$ cat config.mk
export PLATFORM = sky130hd
export DESIGN_NAME = sig_gen_sim_flat
export DESIGN_NICKNAME = d
export VERILOG_FILES = /design/src/rtl/sig_gen_sim_if.sv /design/src/rtl/sig_gen_sim.sv /design/src/flat_wrapper.sv
export SDC_FILE = /design/constraint.sdc
export NUM_CORES = 1
export LEC_CHECK = 0
export CORE_MARGIN = 2
export CORE_UTILIZATION = 40
export DETAILED_ROUTE_END_ITERATION = 10
export HOLD_SLACK_MARGIN = 0.12
export PLACE_DENSITY_LB_ADDON = 0.1
export REMOVE_ABC_BUFFERS = 1
export SETUP_SLACK_MARGIN = 0.5
export SYNTH_ARGS = -nofsm -noshare
export SYNTH_HDL_FRONTEND = slang
export SYNTH_SLANG_ARGS = --single-unit
$ cat constraint.sdc
create_clock -name clk -period 15.4 [get_ports clk]
set_input_delay 3.08 -clock clk [delete_from_list [all_inputs] [get_ports clk]]
set_output_delay 3.08 -clock clk [all_outputs]
set_load 0.03 [all_outputs]
$ cat src/rtl/sig_gen_sim_if.sv
// AXI-Stream style word channel between the tProc queue and the player.
// Signals: tdata (waveform word), tvalid (word available), tready (player accepts).
interface sig_gen_sim_if #(
  parameter int N_DW = 160
);
  logic [N_DW-1:0] tdata;
  logic            tvalid;
  logic            tready;

  modport master (
    output tdata,
    output tvalid,
    input  tready
  );

  modport slave (
    input  tdata,
    input  tvalid,
    output tready
  );
endinterface

$ cat src/rtl/sig_gen_sim.sv
// Timed waveform-word player: holds each accepted word for nsamp samples,
// repeating periodic words until a new word arrives, else returning to zero.
// Ports: clk, rst (async active-high), s_axis (slave word channel),
//        dout/dout_valid (playing word), periodic (its flag), last (final sample).
module sig_gen_sim #(
  parameter int N_DW  = 160,
  parameter int N_LEN = 16
) (
  input  logic            clk,
  input  logic            rst,
  sig_gen_sim_if.slave    s_axis,
  output logic [N_DW-1:0] dout,
  output logic            dout_valid,
  output logic            periodic,
  output logic            last
);

  typedef enum logic {
    IDLE,
    PLAY
  } state_t;

  localparam logic [N_LEN-1:0] ONE = N_LEN'(1);

  state_t            r_state, w_state_nxt;
  logic [N_DW-1:0]   r_data,  w_data_nxt;
  logic [N_LEN-1:0]  r_cnt,   w_cnt_nxt;
  logic [N_LEN-1:0]  r_len,   w_len_nxt;
  logic              r_per,   w_per_nxt;
  logic [N_LEN-1:0]  w_nsamp;
  logic              w_cnt_one;
  logic              w_ready;
  logic              w_accept;

  // A zero sample count still plays for one sample.
  assign w_nsamp   = (s_axis.tdata[N_LEN-1:0] == '0) ?
                     ONE : s_axis.tdata[N_LEN-1:0];
  assign w_cnt_one = (r_cnt == ONE);
  // Ready is forced low while reset is held.
  assign w_ready   = !rst &&
                     ((r_state == IDLE) || w_cnt_one);
  assign w_accept  = s_axis.tvalid && w_ready;
  assign s_axis.tready = w_ready;

  always_ff @(posedge clk or posedge rst) begin
    if (rst) begin
      r_state <= IDLE;
      r_data  <= '0;
      r_cnt   <= '0;
      r_len   <= '0;
      r_per   <= 1'b0;
    end else begin
      r_state <= w_state_nxt;
      r_data  <= w_data_nxt;
      r_cnt   <= w_cnt_nxt;
      r_len   <= w_len_nxt;
      r_per   <= w_per_nxt;
    end
  end

  // Accept is only possible in IDLE or on the final sample of a play,
  // so a load takes priority over every other transition.
  always_comb begin
    w_state_nxt = r_state;
    w_data_nxt  = r_data;
    w_cnt_nxt   = r_cnt;
    w_len_nxt   = r_len;
    w_per_nxt   = r_per;
    if (w_accept) begin
      w_state_nxt = PLAY;
      w_data_nxt  = s_axis.tdata;
      w_cnt_nxt   = w_nsamp;
      w_len_nxt   = w_nsamp;
      w_per_nxt   = s_axis.tdata[N_LEN];
    end else begin
      unique case (r_state)
        IDLE: begin
          w_state_nxt = IDLE;
        end
        PLAY: begin
          if (!w_cnt_one) begin
            w_cnt_nxt = r_cnt - ONE;
          end else if (r_per) begin
            w_cnt_nxt = r_len;
          end else begin
            w_state_nxt = IDLE;
            w_data_nxt  = '0;
          end
        end
        default: begin
          w_state_nxt = IDLE;
        end
      endcase
    end
  end

  always_comb begin
    dout       = '0;
    dout_valid = 1'b0;
    periodic   = 1'b0;
    last       = 1'b0;
    if (r_state == PLAY) begin
      dout       = r_data;
      dout_valid = 1'b1;
      periodic   = r_per;
      last       = w_cnt_one;
    end
  end

endmodule

$ cat src/flat_wrapper.sv
// flat-port wrapper written by rule: the top's interface ports become plain ports
module sig_gen_sim_flat 
#(
  parameter int N_DW  = 160,
  parameter int N_LEN = 16
)
  (clk, rst, dout, dout_valid, periodic, last, s_axis_tdata, s_axis_tvalid, s_axis_tready);
  sig_gen_sim_if #(.N_DW(N_DW)) s_axis_i ();
  input  logic clk;
  input  logic rst;
  output logic [N_DW-1:0] dout;
  output logic dout_valid;
  output logic periodic;
  output logic last;
  input wire logic [$bits(s_axis_i.tdata)-1:0] s_axis_tdata;
  input wire logic [$bits(s_axis_i.tvalid)-1:0] s_axis_tvalid;
  output wire logic [$bits(s_axis_i.tready)-1:0] s_axis_tready;
  assign s_axis_i.tdata = s_axis_tdata;
  assign s_axis_i.tvalid = s_axis_tvalid;
  assign s_axis_tready = s_axis_i.tready;
  sig_gen_sim #(.N_DW(N_DW), .N_LEN(N_LEN)) u_core (.clk(clk), .rst(rst), .s_axis(s_axis_i), .dout(dout), .dout_valid(dout_valid), .periodic(periodic), .last(last));
endmodule
# After elaboration in Yosys (flattened, before gate mapping)
# Index checks and enable logic that the tools add are counted.
word_totals:
  reg_bits: 194
  latchBits: 0
  ramBits: 0
  rom_bits: 0
  input_bits: 163
  out_inout_bits: 164
  word_cells: 36
  mem_count: 0
op_classes:
  n_addsub: 1
  n_mul: 0
  div: 0
  magnitude_cmp: 0
  n_eq_ne: 3
  n_shift: 0
  muxes: 17
  bitwise: 1
  reduce_logical: 9
op_table:
  columns: ["op", "n"]
  rows:
  - ["160-bit two-way mux", 5]
  - ["16-bit two-way mux", 5]
  - ["16-bit by 1-bit equality test with 1-bit output (second input constant)", 1]
  - ["16-bit logical NOT", 1]
  - ["16-bit by 1-bit subtractor with 16-bit output (second input constant)", 1]
  - ["1-bit two-way mux", 6]
  - ["2-bit nonzero test", 2]
  - ["3-bit by 2-bit != test with 1-bit output (second input constant)", 1]
  - ["3-bit AND reduction", 1]
  - ["1-bit logical AND", 2]
  - ["2-bit != test (second input constant)", 1]
  - ["1-bit one-hot mux with 2 select lines", 1]
  - ["2-bit AND reduction", 1]
  - ["1-bit logical NOT", 1]
  - ["1-bit logical OR", 1]
  - ["1-bit NOT", 1]

# Longest topological paths before layout
# Gate-level depths: netlist of run 1.
logic_depth:
  ltp_word: 6
  depth_mapped: 9
  depth_no_buf: 8

# Least setup slack after synthesis of run 1
# No wires, ideal clock.
synth_timing:
  path_type: "input to output"
  startpoint: "input port rst"
  endpoint: "output port s_axis_tready"
  arrival_time_ps: 3560
  required_time_ps: 12320
  slack_ps: 8760
  path_stages: 1
  n_path_buf: 0
  cell_sequence: "a21oi_1"
synth_between:
  elab_chain_len: 2
synth_rtl:
  columns: ["element", "line", "source"]
  rows:
  - ["from (decl)", "flat_wrapper.sv:10", "input logic rst;"]
  - ["1-bit logical NOT", "sig_gen_sim.sv:40", "assign w_ready = !rst &&"]
  - ["1-bit logical AND", "sig_gen_sim.sv:40", null]
  - ["to (decl)", "flat_wrapper.sv:17", "output wire logic [$bits(s_axis_i.tready)-1:0] s_axis_tready;"]
# No other way between the ends.

# Worst setup path after layout of run 1
# Ends and elaborated chain as after synthesis.

==> metrics.cfg, run 1 <==
[sta]
finalMaxSlewViolations=0
min_period_over_period=0.492
worst_slew_pin_slew_ps=1030
hold_viol=0
setup_viol=0
finClkSkew_ps=12.3
finalSetupTns_ps=0
rsz0062_at_grt=false
fin_ws_ps=7830
slew_headroom=0.313
fmax_mhz=132
finalCriticalPeriod_ps=7570

[floorplan]
dieArea_um2=22800
fp.coreArea_um2=21200
io_pins=327
num_rows=53
die_height_um=151
die_w_um=151
start_util=0.409

[cts]
root_buffer=clkbuf_16
cts_hold_buf=0
cts-htree-levels=4
cts_buffers=17
clock_path_buffers=2
cts_tree=done
cts_setup_buffers=0
cts_resized=0
path_clk_slew_ps=70
cts.sinks=194
insertion_delay_ps=430

[global_route]
grt_first_pass_wirelength_mm=39.8
antenna_found_initial=0
grt_usage=0.227
grt_pass1_vias=7087
grt_max_degree=141
overflow=0

[placed_design]
dp_slack_ps=7830
dp_hpwl_mm=17.0
portBuffers=326
place.gp.congestion=0.790

[yosys]
ys_warn_count=0
netlist_area_um2=8660
synth_edf_count=0
ys.flop_type=dfrtp_1
yosysSeqAreaShare=0.561
yosysUniqueCellTypes=48
ys_async_sr_fraction=1.00
syn_inst=762
ys_ff_latch=194
synth.avg_cell_area_um2=11.4

[power_and_ir_drop]
p_leak_nw=5.64
max-vdd-ir-drop_uv=59.2
power_density_nw_per_um2=144

[final_layout]
fillers=1790
syn_to_final_growth_pct=45.2
nNetsFinal=1214
final_util=0.594
drive_gt1_frac=0.0434

[route]
num_vias=6970
wl_per_cell_um=19.5
drtPass1Iterations=4
antenna_left=0
viasPerCell=5.21
postRouteWirelength_mm=26.1
drc_errors=0
drtIter0Drc=394

[outcome]
outcome=completed

[critical_path]
critPathMaxFanout=4
crit_type=input pin to primary output
required_ps=12320
worst_setup_path_start_kind=input pin
cp.arrival_ps=4490
end_kind=primary output
r2r_cells=7

[hold_path]
whs_path_depth=2
min_path_type=flop to flop

[job]
maxCapViolations=0

worst max-delay path, cell delays in order:
cell	delay [ps]
clkdlybuf4s50_1	540
a21oi_1	180
clkdlybuf4s50_1	690
kinds of logic (layout without fill, tap and decap cells):
group                      count (synthesis)  in the layout  synth area share
xor gates and xnor gates                  11             11            0.0111
adders and majority gates                  2              2           0.00289
and+or+nand+nor                          272            272             0.180
muxes                                      6              6           0.00694
other                                      0              2                 0
DFF                                      194            194             0.561
AOI/OAI and AO/OA                        206            206             0.197
buffers and inverters                     71            370            0.0410
final timing paths:
| check | endpoint | slack, ps | start |
|---|---|---|---|
| max | s_axis_tready | 7830 | rst |
| min | u_core.r_len[13] | 470 | u_core.r_len[13] |
| max reg2reg | u_core.r_cnt[4] | 11570 | u_core.r_cnt[0] |
| min reg2reg | u_core.r_len[13] | 470 | u_core.r_len[13] |
| max in group asynchronous | u_core.r_state | 10620 | rst |
| min in group asynchronous | u_core.r_data[12] | 3350 | rst |
layer usage:
layer  routed length [µm]  global-route usage  share of wire  vias up
li1                     -                   -              -     3266
met1                10800               0.286           0.41     3458
met2                12600               0.358           0.48      216
met3                 2230              0.0934          0.085       30
met4                  510              0.0706          0.020        0
met5                    0                   0              0        -
per-stage QoR:
stage / total power, mW / hold slack (ps) / cells / cell area, µm²
2_1_floorplan: 1.10 / 438 / 698 / 8330
3_3_place_gp: 1.38 / 459 / 1305 / 12000
3_5_place_dp: 1.38 / 459 / 1305 / 12000
4_1_cts: 1.82 / 476 / 1336 / 12600
5_1_grt: 1.89 / 491 / 1336 / 12600
6_report: 1.81 / 475 / 1338 / 12600
cell usage after synthesis (3+ instances only):
cell,n,area share
a21oi_1,4,0.0023
a22o_1,160,0.16
a22oi_1,3,0.0026
a31oi_1,3,0.0022
and2_1,161,0.12
buf_2,14,0.0081
buf_4,17,0.015
clkbuf_1,32,0.014
dfrtp_1,194,0.56
inv_1,7,0.0030
mux2i_1,6,0.0069
nand2_1,65,0.028
nand2b_1,3,0.0022
nand3_1,3,0.0017
nand4b_1,3,0.0030
nor2_1,11,0.0048
nor3_1,8,0.0046
nor4_1,4,0.0029
o211ai_1,4,0.0035
o21ai_0,11,0.0064
o22ai_1,7,0.0051
xnor2_1,9,0.0091
state kept, by name, indices dropped and copies added, names as in the netlist:
signal and flops:
u_core.r_per 1, u_core.r_len 16, u_core.r_data 160, u_core.r_cnt 16, u_core.r_state 1
layout by cell type (no fill, tap or decap), types with 4 or more instances in the layout:
master and count:
clkdlybuf4s50_1 326, dfrtp_1 193, and2_1 161, a22o_1 160
nand2_1 65, clkbuf_16 17, o21ai_0 11, nor2_1 11
xnor2_1 9, nor3_1 8, o22ai_1 7, inv_1 6
mux2i_1 6, buf_4 6, a21oi_1 4, nor4_1 4
o211ai_1 4, clkinv_4 4
report_power, final:
group	switching, mW	total (mW)	internal, mW
Combinational	0.334	0.663	0.329
Clock	0.199	0.432	0.232
Sequential	0.0874	0.712	0.624
Total	0.621	1.81	1.19
area by class of cell:
type | count | area (µm²) | share of cell area
Sequential cell | 194 | 4860 | 0.386
Multi-Input combinational cell | 497 | 3460 | 0.275
Timing Repair Buffer | 332 | 3310 | 0.263
Clock buffer | 20 | 457 | 0.0363
Tap cell | 275 | 344 | 0.0274
Clock inverter | 11 | 105 | 0.00836
Inverter | 7 | 33.8 | 0.00269
Antenna cell | 2 | 5.00 | 0.000398
Note: power is estimated with default switching activity, not from simulation.
==> run 2, diff against run 1 <==
==> constraint.sdc (replaced) <==
create_clock -name clk -period 6.7 [get_ports clk]
set_input_delay 1.34 -clock clk [delete_from_list [all_inputs] [get_ports clk]]
set_output_delay 1.34 -clock clk [all_outputs]
set_load 0.03 [all_outputs]
==> metrics.cfg, run 2 (same netlist as run 1, synthesis figures left out) <==
[sta]
worst_slew_pin_slew_ps=1060  ; was 1030 ps
finalSetupTns_ps=0  ; unchanged
min_period_over_period=0.653
fmax_mhz=229
hold_viol=0  ; unchanged
fin_ws_ps=2330  ; was 7830 ps
finClkSkew_ps=12.2  ; was 12.3 ps
rsz0062_at_grt=false  ; unchanged
finalCriticalPeriod_ps=4370
slew_headroom=0.294  ; was 0.313
setup_viol=0  ; unchanged
finalMaxSlewViolations=0  ; unchanged

[hold_path]
min_path_type=flop to flop  ; unchanged

[cts]
cts_resized=0  ; unchanged
cts_setup_buffers=0  ; unchanged
clock_path_buffers=2  ; unchanged
insertion_delay_ps=430  ; about the same
cts-htree-levels=4  ; unchanged
cts.sinks=194  ; unchanged
cts_tree=done  ; unchanged
path_clk_slew_ps=80  ; was 70 ps
root_buffer=clkbuf_16  ; unchanged
cts_hold_buf=0  ; unchanged
cts_buffers=17  ; unchanged

[global_route]
grt_max_degree=146  ; was 141
grt_first_pass_wirelength_mm=39.8  ; about the same
grt_pass1_vias=7048  ; was 7087
grt_use_met2=0.363  ; was 0.358
grt_usage=0.229  ; was 0.227
busiest_layer=met2  ; unchanged
use_met3=0.0901  ; was 0.0934
overflow=0  ; unchanged
antenna_found_initial=2  ; was 0
use_met1=0.293  ; was 0.286

[final_layout]
multi_input_area_um2=3460  ; unchanged
drive_gt1_frac=0.0442  ; was 0.0434
syn_to_final_growth_pct=45.9  ; was 45.2%
final_cell_mix=clkdlybuf4s50_1, dfrtp_1, and2_1  ; unchanged
largest_register_ffs=160  ; unchanged
layout_commonest_cell=clkdlybuf4s50_1  ; unchanged
top_register=u_core.r_data  ; unchanged
final_util=0.597  ; was 0.594
fillers=1818  ; was 1790
stdcell_count=1340  ; was 1338
reg_top3=u_core.r_data (160), u_core.r_cnt (16), u_core.r_len (16)  ; unchanged
regArea_um2=4860  ; unchanged
nNetsFinal=1216  ; was 1214

[placed_design]
dp_hpwl_mm=17.2  ; was 17.0 mm
dpl.cell_count=1307  ; was 1305
portBuffers=326  ; unchanged
dp_slack_ps=2450  ; was 7830 ps
place.gp.congestion=0.808  ; was 0.790

[critical_path]
crit_chain=inv_1 -> ha_1 -> nor4b_1 -> nand4_4 -> a21oi_1 -> clkdlybuf4s50_1  ; was clkdlybuf4s50_1 -> a21oi_1 -> clkdlybuf4s50_1
max_stage_delay_ps=690  ; about the same
required_ps=5360  ; was 12320 ps
end_kind=primary output  ; unchanged
cp_slowest_cell=clkdlybuf4s50_1  ; unchanged
critPathMaxFanout=18  ; was 4
crit_type=flop to primary output  ; was input pin to primary output
cp.arrival_ps=3030  ; was 4490 ps
worst_setup_path_start_kind=flop  ; was input pin
reg2reg_slack_ps=3090  ; was 11570 ps

[route]
drc_errors=0  ; unchanged
wl_per_cell_um=19.4  ; was 19.5 µm
num_vias=6960  ; was 6970
drtIter0Drc=400  ; was 394
drtPass1Iterations=5  ; was 4
viasPerCell=5.19  ; was 5.21
antenna_left=0  ; unchanged
postRouteWirelength_mm=26.0  ; was 26.1 mm

[floorplan]
fp.coreArea_um2=21200  ; unchanged
start_util=0.409  ; unchanged
dieArea_um2=22800  ; unchanged
die_height_um=151  ; unchanged
io_pins=327  ; unchanged
die_w_um=151  ; unchanged
num_rows=53  ; unchanged

[power_and_ir_drop]
max-vdd-ir-drop_uv=173  ; was 59.2 µV
power_density_nw_per_um2=333  ; was 144 nW/µm²
p_leak_nw=5.66  ; was 5.64 nW

[job]
maxCapViolations=0  ; unchanged

[outcome]
outcome=completed  ; unchanged

run 2: cell types whose count changed in the layout (fill, tap and decap cells not counted), sizes merged:
cell | previous run | this run
buf | 6 | 8
bufinv | 1 | 2
clkbuf | 20 | 22
clkinv | 7 | 2
inv | 9 | 11
run 2: cell type report:
class / count / share of cell area
clock inverters: 9 / 0.00951
well taps: 275 / 0.0272
inverters: 7 / 0.00267
clock buffers: 22 / 0.0375
repair buffers: 334 / 0.264
multi-input cells: 497 / 0.274
diodes: 2 / 0.000396
flip-flops and latches: 194 / 0.385
run 2: path summary, 6_finish.rpt:
kind | start | end | depth (start not counted)
setup reg to reg | u_core.r_cnt[1] | u_core.r_cnt[4] | 8
setup / recovery | u_core.r_cnt[1] | s_axis_tready | 6
hold reg to reg | u_core.r_len[1] | u_core.r_len[1] | 2
max in group asynchronous | rst | u_core.r_data[24] | 3
min in group asynchronous | rst | u_core.r_cnt[15] | 2
hold / removal | u_core.r_len[1] | u_core.r_len[1] | 2
run 2: where the power goes:
group	switching [mW]	total, mW	internal, mW	leakage, nW
clock	0.466	1.05	0.586	0.288
combinational	0.768	1.53	0.757	2.84
sequential	0.199	1.63	1.44	2.53
total	1.43	4.21	2.78	5.66
run 2: per-stage QoR:
step	hold WS [ps]	cell area, µm²	total power, mW
after floorplan	438	8330	2.53
after global placement	459	12000	3.17
after detailed placement	464	12000	3.18
after CTS	481	12600	4.25
after global routing	506	12600	4.43
final	478	12600	4.21
run 2: critical path: cells and delay by family (launching register included):
| family | cells | cell delay [ps] |
|---|---|---|
| compound gates | 1 | 260 |
| fa+ha+maj | 1 | 240 |
| buf+inv | 2 | 820 |
| flops | 1 | 440 |
| simple gates | 2 | 840 |
run 2: layer usage:
layer | vias up | wire length (µm) | share of wire
li1 | 3278 | - | -
met1 | 3458 | 10700 | 0.41
met2 | 200 | 12800 | 0.49
met3 | 24 | 2080 | 0.080
met4 | 0 | 394 | 0.015
met5 | - | 0 | 0
==> patch 1, RTL diff (settings of run 2) <==
Take the reset off `r_data` and load it in a clocked block of its own.
--- a/src/rtl/sig_gen_sim.sv
+++ b/src/rtl/sig_gen_sim.sv
@@ -45,17 +45,19 @@
   always_ff @(posedge clk or posedge rst) begin
     if (rst) begin
       r_state <= IDLE;
-      r_data  <= '0;
       r_cnt   <= '0;
       r_len   <= '0;
       r_per   <= 1'b0;
     end else begin
       r_state <= w_state_nxt;
-      r_data  <= w_data_nxt;
       r_cnt   <= w_cnt_nxt;
       r_len   <= w_len_nxt;
       r_per   <= w_per_nxt;
     end
+  end
+
+  always_ff @(posedge clk) begin
+    r_data <= w_data_nxt;
   end
 
   // Accept is only possible in IDLE or on the final sample of a play,
Function: not settled (the Yosys comparison gave no result); the edit may change what the design does.
==> patch 1 against run 2 <==
- routed wire length decreased by 12%
- sequential share of layout area grew 5.4 points
- global-route usage decreased by 3.2 points
- register-to-register slack got worse by 310 ps
- cell count shrank 1.3%
- setup slack worse by 390 ps
- via count down 9.6%
- area after synthesis rose by 2.6%
- count of clock-buffer cells in the layout shrank 3
- final area grew 2.1%
- sequential cell count unchanged
Power is not compared: it rests on default switching activity, and its combinational part moved more than twofold at a synthesized area within 25%.
==> patch 1: results (changes against run 2) <==
Setup path
The number of cells on the worst reg-to-reg path is 7 (-1). The worst setup path endpoint is last. The worst-path cell with the longest stage delay is or4_1. The peak per-stage delay on the critical path is 890 ps (+200 ps). The endpoint arrival time on the critical path is 3420 ps (+390 ps). The endpoint of the worst register-to-register path is u_core.r_data[140].

Place
The cell area reported after detailed placement was 12300 sq um (+2.4%). The routability-driven placement congestion ratio was 0.789 (-2.4%).

Synth
The adder and majority cell fraction of the synthesized area came to 0.00282 (-0.0000725). The number of enable flip-flop cells after synthesis was 160 (+160). Among all flip-flop cells after synthesis, the most frequent one is edfxtp_1. The mean instance size in the synthesized netlist came to 12.3 sq um (+8.3%).

By area the synthesized netlist is led by edfxtp_1, and2_1, dfrtp_1. The compound-cell area share of the yosys netlist is 0.0510 (-0.146). The sequential area share after synthesis is 0.637 (+0.0761). The number of library cell types mapped by synthesis is 50 (+4.2%). The commonest cells after synthesis are and2_1, edfxtp_1, dfrtp_1. The share of the synthesized netlist area taken by xor and xnor gates is 0.00493 (-0.00620). The mux share of post-synthesis cell area is 0.00451 (-0.00243).

Timing
The final worst clock skew is 19.4 ps (+7.28 ps). The final worst slack is 1940 ps (-388 ps). The tightest hold margin came to 478 ps (+0.643 ps). The worst max-slew margin expressed relative to the limit is 0.341 (+0.0470).

Route
The via-per-instance ratio was 4.76 (-8.3%). The detailed-router iteration count before antenna repair is 4 (-1). The wire length reported by the detailed router is 23000 um (-12%).

The via total after detailed routing was 6295 (-9.6%).

GRT
The met3 usage came to 0.0420 (-0.0481). The first-pass GRT wire length is 35800 um (-10%). The fraction of met2 tracks used by global routing is 0.340 (-0.0226).

The total routing usage reported by global routing is 0.197 (-0.0316). The via count of the first global-routing pass came to 6200 (-12%). The routing usage on met1 is 0.248 (-0.0452).

Min path
The origin of the worst min-delay path is u_core.r_len[8]. The path with the worst hold slack has its endpoint at u_core.r_len[8]. The number of stages on the worst hold path is 1 (-1).

Finish
The fraction of final layout cells with drive strength greater than 1 is 0.0442 (about the same). The final net count is 1193 (-1.9%). The count of filler cells inserted in the layout is 1838 (+1.1%).

Outcome
The flow ran to the end, and the final reports show no timing, DRC or antenna violations.
-- patch 1: changes by cell type after synthesis, sizes merged, moves of 4 or more --
cell    change
nand2      -35
nor2        +9
and2      +154
a221o       +4
xnor2       -5
dfrtp     -160
a21o       +11
a22o      -159
or4         +5
edfxtp    +160
inv         +5
buf        -14
o22ai       -7
-- patch 1: routing by layer --
layer	up-vias	share of wire	wire length, um
met5	-	0.00057	13
met4	2	0.019	426
met3	26	0.050	1160
met2	189	0.51	11800
met1	3019	0.42	9620
li1	3059	-	-
-- patch 1: area by class of cell --
cell class                 instances  area [sq um]  share of cell area
clock buffer                      19           433              0.0336
multi-input combinational        468          2930               0.227
timing repair buffer             335          3340               0.259
tap                              280           350              0.0272
antenna                            1          2.50            0.000194
sequential                       194          5660               0.439
inverter                          12          45.0             0.00349
clock inverter                    13           130              0.0101
-- patch 1: report_power, final --
part / total (mW) / switching (mW) / internal, mW
combinational: 0.333 / 0.130 / 0.202
clock: 0.991 / 0.469 / 0.522
sequential: 1.43 / 0.0756 / 1.36
==> patch 2, RTL diff (settings of run 2) <==
Without the edit above. `N_LEN` is set to 16 in 2 places; all go to 8.
--- a/src/rtl/sig_gen_sim.sv
+++ b/src/rtl/sig_gen_sim.sv
@@ -4,7 +4,7 @@
 //        dout/dout_valid (playing word), periodic (its flag), last (final sample).
 module sig_gen_sim #(
   parameter int N_DW  = 160,
-  parameter int N_LEN = 16
+  parameter int N_LEN = 8
 ) (
   input  logic            clk,
   input  logic            rst,
--- a/src/flat_wrapper.sv
+++ b/src/flat_wrapper.sv
@@ -2,7 +2,7 @@
 module sig_gen_sim_flat 
 #(
   parameter int N_DW  = 160,
-  parameter int N_LEN = 16
+  parameter int N_LEN = 8
 )
   (clk, rst, dout, dout_valid, periodic, last, s_axis_tdata, s_axis_tvalid, s_axis_tready);
   sig_gen_sim_if #(.N_DW(N_DW)) s_axis_i ();
Formal check against the unedited RTL: not equivalent (a bounded check fails within 4 cycles, from zero or initial values and one cycle with rst high).
==> patch 2 against run 2 <==
- count of clock-buffer cells in the layout decreased by 3
- core utilization increased by 1.2 points
- clock power decreased by 5%
- final area decreased by 6.7%
- sequential cell count decreased by 16
- area after synthesis decreased by 9.5%
- total power increased by 15%
- sequential share of layout area decreased by 0.63 points
- setup slack got worse by 40 ps
- routed wire length decreased by 11%
- synthesized cell count decreased by 15%
- largest cell class unchanged
==> patch 2: results (changes against run 2) <==
Outcome
The run finished with clean final reports.

Finish
The area occupied by registers came to 4460 sq um (-8.2%). The antenna diode count is 3 (+1). The count of filler cells inserted in the layout is 1568 (-14%). The multi-input combinational cell area is 3060 sq um (-12%). The number of signal-net buffers in the layout came to 333 (-0.30%). The final-layout clock buffer total is 19 (-14%). The share of final layout cell area taken by non-clock buffers is 0.281 (+0.0173). The fraction of final layout cells with drive strength greater than 1 is 0.0566 (+0.0124). The multi-input combinational cell count is 406 (-18%).

The number of flip-flops and latches is 178 (-8.2%). The clock tree cell share of total cell area is 0.0502 (+0.00318). The number of ordinary inverters in the final layout is 5 (-2). In the final layout, the registers with the most flip-flops are u_core.r_data: 160 flops, u_core.r_cnt: 8 flops, u_core.r_len: 8 flops. The final net count was 1106 (-9.0%).

Synth
The mux share of post-synthesis cell area is 0.0139 (+0.00695). The number of library cell types mapped by synthesis is 44 (-8.3%). The compound-cell area share of the yosys netlist is 0.211 (+0.0143). The sequential area share after synthesis is 0.568 (+0.00762). The share of the synthesized netlist area taken by xor and xnor gates was 0.00335 (-0.00777). By area the synthesized netlist is led by dfrtp_1, a22o_1, and2_1. By count the netlist is led by dfrtp_1, and2_1, a22o_1. The adder and majority cell fraction of the synthesized area came to 0.00319 (+0.000303).

GRT
The global-route congestion overflow total is 0 (unchanged). The fraction of met2 tracks used by global routing is 0.356 (-0.00659). The maximum number of pins on one net before global-route repair came to 103 (-29%).

The total routing usage reported by global routing came to 0.222 (-0.00672). The first-pass GRT wire length was 35500 um (-11%). The initial antenna violation count was 1 (-1). The routing usage on met1 is 0.280 (-0.0125). The via count of the first global-routing pass is 6492 (-7.9%). The met3 usage came to 0.0659 (-0.0242).

Route
The detailed-router iteration count before antenna repair was 4 (-1). The initial detailed-routing violation count came to 339 (-15%). The total length of routed met3 wires is 1530 um (-26%).

The via-per-instance ratio is 5.21 (+0.33%). The met1 layer wirelength in the final routing is 9300 um (-13%). The wire length reported by the detailed router came to 23100 um (-11%).

The amount of wire on met2 after detailed routing was 11600 um (-8.9%).

Power and ir drop
The total power divided by cell area is 411 nW/um^2 (+23%). The switching power total is 1.82 mW (+27%). The total clock network power is 1.00 mW (-5%).

The leakage dissipation is 5.22 nW (-7.8%). The peak supply drop is 0.199 mV (+15%). The combinational power is 2.20 mW (+44%).

Timing
The final worst clock skew was 13.8 ps (+1.65 ps). The actual transition at the worst max-transition pin is 1070 ps (+13.6 ps).

Clock network
The H-tree depth reported by CTS was 4 (unchanged). The buffer type at the clock tree root is clkbuf_16. The largest buffer count on any clock path is 2 (unchanged).

Setup path
The endpoint arrival time on the critical path came to 3070 ps (+40 ps). The worst-path cell with the longest stage delay is dfrtp_4. In this design, the largest share of critical-path delay is due to buffers and inverters. The highest fanout seen on the critical path is 102 (+84). The peak per-stage delay on the critical path was 940 ps (+250 ps).

Place
The routability-driven placement congestion ratio is 0.831 (+2.9%). The post-place setup slack is 2620 ps (+169 ps). The post-DP HPWL is 15600 um (-8.8%).
[patch 2: stage by stage]
stage,area [sq um],instances
4_1_cts,11800,1219
2_1_floorplan,7510,589
3_5_place_dp,11200,1187
5_1_grt,11800,1220
3_3_place_gp,11200,1187
6_report,11800,1222
[patch 2: cells by family after synthesis]
| kind of cell | after synthesis |
|---|---|
| AO/OA/AOI/OAI | 194 |
| XOR/XNOR | 3 |
| adder cells (fa/ha/maj) | 2 |
| buffers and inverters | 65 |
| flip-flops | 178 |
| multiplexers | 10 |
| AND/OR/NAND/NOR | 197 |
[patch 2: worst paths after layout]
path | startpoint | to | slack (ps) | cells past startpoint
worst max-delay path | u_core.r_state | last | 2290 | 3
worst min-delay path | u_core.r_data[5] | u_core.r_data[5] | 480 | 1
worst max register to register | u_core.r_cnt[1] | u_core.r_len[7] | 3410 | 7
worst min register to register | u_core.r_data[5] | u_core.r_data[5] | 480 | 1
max in group asynchronous | rst | u_core.r_data[12] | 4030 | 3
min in group asynchronous | rst | u_core.r_len[5] | 1470 | 2
